$ cat src/rtl/mem_arb_pkg.sv
// mem_arb_pkg: shared FSM state type and default widths for mem_port_arbiter.
package mem_arb_pkg;
    typedef enum logic [1:0] {IDLE, BUSY, RESP} arb_state_t;
    localparam int AW_DEF = 8;
    localparam int DW_DEF = 16;
endpackage

$ cat src/rtl/mem_port_arbiter_pick.sv
// arb_pick: combinational winner select; round-robin after `last` with MEM_ARB_RR_EN, else lowest index wins.
module arb_pick #(
    parameter int NREQ = 2,
    parameter int IW   = $clog2(NREQ)
) (
    input  logic [NREQ-1:0] req,
    input  logic [IW-1:0]   last,
    output logic [IW-1:0]   win_idx,
    output logic            any
);
`ifdef MEM_ARB_RR_EN
    logic [IW-1:0] idx;
    // Scan from farthest to nearest so the first requester after `last` is assigned last and wins.
    always_comb begin
        win_idx = '0;
        idx = '0;
        any = |req;
        for (int k = NREQ; k >= 1; k--) begin
            idx = IW'((int'(last) + k) % NREQ);
            if (req[idx]) win_idx = idx;
        end
    end
`else
    logic unused_last;
    assign unused_last = ^last;
    always_comb begin
        win_idx = '0;
        any = |req;
        for (int i = NREQ - 1; i >= 0; i--)
            if (req[IW'(i)]) win_idx = IW'(i);
    end
`endif
endmodule

$ cat src/rtl/mem_port_arbiter.sv
// mem_port_arbiter: one-transaction-at-a-time sharing of a single-port sync-read RAM among NREQ requesters.
// Define MEM_ARB_RR_EN for round-robin arbitration; otherwise fixed priority (lowest index).
module mem_port_arbiter
    import mem_arb_pkg::*;
#(
    parameter int NREQ = 2,
    parameter int AW   = AW_DEF,
    parameter int DW   = DW_DEF
) (
    input  logic               clk,
    input  logic               reset,
    input  logic [NREQ-1:0]    req,
    input  logic [NREQ-1:0]    we,
    input  logic [NREQ*AW-1:0] addr,
    input  logic [NREQ*DW-1:0] wdata,
    output logic [NREQ-1:0]    gnt,
    output logic [NREQ-1:0]    rvalid,
    output logic [DW-1:0]      rdata,
    output logic [AW-1:0]      mem_addr,
    output logic               mem_write,
    output logic [DW-1:0]      mem_din,
    input  logic [DW-1:0]      mem_dout
);
    localparam int IW = $clog2(NREQ);
    arb_state_t state, state_n;
    logic [IW-1:0] owner, last, win_idx;
    logic any, we_r;
    logic [AW-1:0] addr_r;
    logic [DW-1:0] wdata_r, rdata_r;
    logic [NREQ-1:0] owner_oh;

    arb_pick #(.NREQ(NREQ), .IW(IW)) u_pick (
        .req(req),
        .last(last),
        .win_idx(win_idx),
        .any(any)
    );

    assign owner_oh = NREQ'(1) << owner;
    assign mem_addr = addr_r;
    assign mem_din = wdata_r;

    always_ff @(posedge clk) begin
        if (reset) begin
            state <= IDLE;
            owner <= '0;
            last <= IW'(NREQ - 1);
            we_r <= 1'b0;
            addr_r <= '0;
            wdata_r <= '0;
            rdata_r <= '0;
        end else begin
            state <= state_n;
            if (state == IDLE && any) begin
                owner <= win_idx;
                last <= win_idx;
                we_r <= we[win_idx];
                addr_r <= addr[win_idx*AW +: AW];
                wdata_r <= wdata[win_idx*DW +: DW];
            end
            if (state == RESP) rdata_r <= mem_dout;
        end
    end

    // Outputs are masked while reset is high so an in-flight transaction neither writes nor responds.
    always_comb begin
        state_n = state;
        gnt = '0;
        rvalid = '0;
        mem_write = 1'b0;
        rdata = rdata_r;
        case (state)
            IDLE: state_n = any ? BUSY : IDLE;
            BUSY: begin
                state_n = we_r ? IDLE : RESP;
                gnt = reset ? '0 : owner_oh;
                mem_write = we_r & ~reset;
            end
            RESP: begin
                state_n = IDLE;
                rvalid = reset ? '0 : owner_oh;
                rdata = reset ? rdata_r : mem_dout;
            end
            default: state_n = IDLE;
        endcase
    end
endmodule
$ cat config.mk
export PLATFORM = sky130hd
export DESIGN_NAME = mem_port_arbiter
export DESIGN_NICKNAME = d
export VERILOG_FILES = /design/src/rtl/mem_arb_pkg.sv /design/src/rtl/mem_port_arbiter_pick.sv /design/src/rtl/mem_port_arbiter.sv
export SDC_FILE = /design/constraint.sdc
export NUM_CORES = 1
export LEC_CHECK = 0
export ABC_AREA = 1
export CAP_MARGIN = 20
export CORE_MARGIN = 10
export CORE_UTILIZATION = 40
export CTS_CLUSTER_DIAMETER = 200
export CTS_CLUSTER_SIZE = 14
export DETAILED_ROUTE_END_ITERATION = 10
export PLACE_DENSITY = 0.84
export SYNTH_ARGS = -nofsm -noshare
export SYNTH_HDL_FRONTEND = slang
export SYNTH_SLANG_ARGS = --single-unit
$ cat constraint.sdc
create_clock -name clk -period 2.3 [get_ports clk]
set_input_delay 0.345 -clock clk [delete_from_list [all_inputs] [get_ports clk]]
set_output_delay 0.345 -clock clk [all_outputs]
set_load 0.05 [all_outputs]
==> metrics.md <==
| Metric | Value |
|---|---|
| Largest family of logic cells by synthesized area | simple AND/OR/NAND/NOR gates |
| Largest fanout on the critical path | 49 |
| Via Count | around 2,000 |
| Synth top cells by count | inv_1 (48), nand2_1 (44), dfxtp_1 (43) |
| Yosys top cell by area | dfxtp_1 |
| R2R Path End | mem_addr[3] |
| Post-CTS Setup Bufs | 0 |
| Crit end category | output pin |
| Gp weighted congestion | about 0.7 |
| CTS root buffer | clkbuf_8 |
| GR Layer Usage met3 | 3.33% |
| Initial antenna violation count | 0 |
| Layout cells sized above 1 | a little under a tenth |
| Hold Crit Depth | 1 |
| Maximum capacitance violations | 0 |
| Fin crit period | 2040 ps |
| CTS HTree Levels | 2 |
| Seq/Total Area, Yosys | 44.2% |
| DRT antenna net count | 0 |
| Most frequent cell after synthesis | inv_1 |
| First-pass iteration count of the detailed router | 6 |
| Post-route cell area | 0.00312 mm^2 |
| Ys Warns | 0 |
| Total GRT Usage | about an eighth |
| Slew Limit Fails | 0 |
| FF+latch count, synth | between 40 and 50 |
| Routed WL | 5450 um |
| WL/cell | between 10 and 15 um |
| Worst VDD drop | 352 uV |
| Clock transition at path regs | roughly 80 ps |
| Worst setup path end | rdata[12] |
| Final nets | around 440 |
| LEAKAGE | roughly 1.4 nW |
| Yosys top cell area share | roughly 44% |
| M2 GR Usage | 24.0% |
| Fillers | between 400 and 500 |
| Reg-to-Reg Start | state[1] |
| RSZ-0062 raised after global routing | false |
| IO Pins | 115 |
| Fin Clk Skew | ~5.7 ps |
| Dpl hpwl | just over 4000 um |
| Placed Instance Area | about 0.0030 mm^2 |
| Overflow after GRT | 0 |
| Rows | 25 |
| Remaining DRCs | 0 |
| Post-synth ARST share | 0% |
| Max Clock Freq | 491 MHz |
| Final design utilization | around two thirds |
| Crit share post-route | 88.5% |
| Pin count of the biggest net entering global routing | 52 |
| Top cells by area, synth | dfxtp_1 (44%), nand3_1 (11%), inv_1 (9.3%), nand2_1 (8.5%), o21ai_0 (8.2%) |
| Busiest grt layer | met2 |
| CTS Sinks | 43 |
| Arrival @ worst endpoint | 1690 ps |
| Vias in the first global route | around 1,800 |
| DR vias/cell | 4.54 |
| Startpoint Class | primary input |
| Iter 0 DRT Violations | around 110 |
| Longest Clk Path Bufs | 2 |
| CTS tree | yes |
| Post-Synth XOR/XNOR Area | 0% |
| Post-Synth Simple-Gate Area | 25.5% |
| Pwr dens | between 600 and 700 mW/mm^2 |
| Hold Crit Class | reg2reg |
| Setup TNS | 0 ps |
| Mapped Cells | 288 |
| Post-CTS resize count | 0 |
| Vert. Die Dim | between 80 and 90 um |
| Area Growth Syn to Fin | 60.2% |
| Area share of fa/ha/maj cells after synthesis | 0% |
| GRT met1 Usage | between 10 and 15% |
| Port buffer count | between 80 and 90 |
| Worst-Margin Slew | between 500 and 600 ps |
| Syn_area_per_cell | 6.76 um^2 |
| Flop-to-flop setup slack | 840 ps |
| First-pass GRT wire length | a little under 9000 um |
| Register area | 861 um^2 |
| Critical Path RT | about 2000 ps |
| CP startpoint | reset |
| Setup-failing EPs final | 0 |
| Synth Flop Type | dfxtp_1 |
| Total die area | between 0.008 and 0.009 mm^2 |
| CTS Hold Bufs | 0 |
| Die span in x | about 90 um |
| Antenna diodes | 0 |
| Number of distinct library cells after synthesis | 16 |
| Core area | ~0.0047 mm^2 |
| Number of enable flip-flop cells after synthesis | 0 |
| Fin. Hold Viols | 0 |
| Initial core utilization | between 40% and 50% |
| Num CTS Buffers | 5 |
| Multiplexer share of the synthesized area | 0% |
| Clk_lat worst skew | around 290 ps |
| Synth Area in Compound Gates | about 15% |
| Status | finished clean |
| Worst r2r path cells | 5 |
| Mapped cell area | a little under 0.002 mm^2 |
| Area of the multi-input gates | between 700 and 800 um^2 |
| Max transition margin | between 60% and 70% |
| CP Class | in2out |
## state kept, by name (all words and copies together), names as in the netlist
name / cells
state: 2
we_r: 1
rdata_r: 16
mem_din: 16
mem_addr: 8
## routing by layer
layer	wire, um	vias to the layer above
met3	250	5
met2	2920	35
met5	0	-
met1	2220	879
met4	59	0
li1	-	1051
## through the flow
stage	instances	worst slack (ps)	hold slack [ps]	total power [mW]
floorplan	289	142	413	1.26
global placement	426	316	429	1.53
detailed placement	426	262	438	1.54
CTS	434	255	458	2.01
global route	434	161	473	2.08
finish	434	265	454	1.98
## area by class of cell
| type | count | share of cell area (%) |
|---|---|---|
| timing repair buffer | 92 | 35.6 |
| clock buffer | 6 | 2.33 |
| clock inverter | 2 | 0.401 |
| multi-input combinational | 175 | 25.5 |
| tap | 67 | 2.69 |
| inverter | 49 | 5.90 |
| sequential | 43 | 27.6 |
## layout by cell type (no fill, tap or decap), types with 2 or more instances in the layout
cell type,instances
nor2_1,28
dfxtp_1,43
buf_12,20
inv_1,48
buf_4,4
nand2_1,44
nand3_1,42
a21oi_1,25
clkdlybuf4s50_1,68
clkbuf_8,5
conb_1,2
o21ai_0,32
## cell families (layout without fill, tap and decap cells)
kind of cell	Yosys count	count (layout)
buf+inv	71	149
flops	43	43
other cells	1	2
compound gates	57	57
simple gates	116	116
## power breakdown
part	switching, mW	leakage (nW)	internal, mW
Combinational	0.406	1.03	0.273
Sequential	0.0333	0.354	0.806
Clock	0.249	0.0412	0.212
## critical path, stage by stage
cell and delay [ps]:
clkdlybuf4s50_1 430, inv_2 90, nand3_2 90, buf_12 180
o21ai_0 340, buf_12 190
## how the worst min path moves through the flow
stage	startpoint	end
detailed placement	we_r	state[1]
finish	we_r	state[1]
global placement	we_r	state[1]
global route	we_r	state[1]
CTS	we_r	state[1]
floorplan	we_r	state[1]
(Power assumes the default switching activity.)
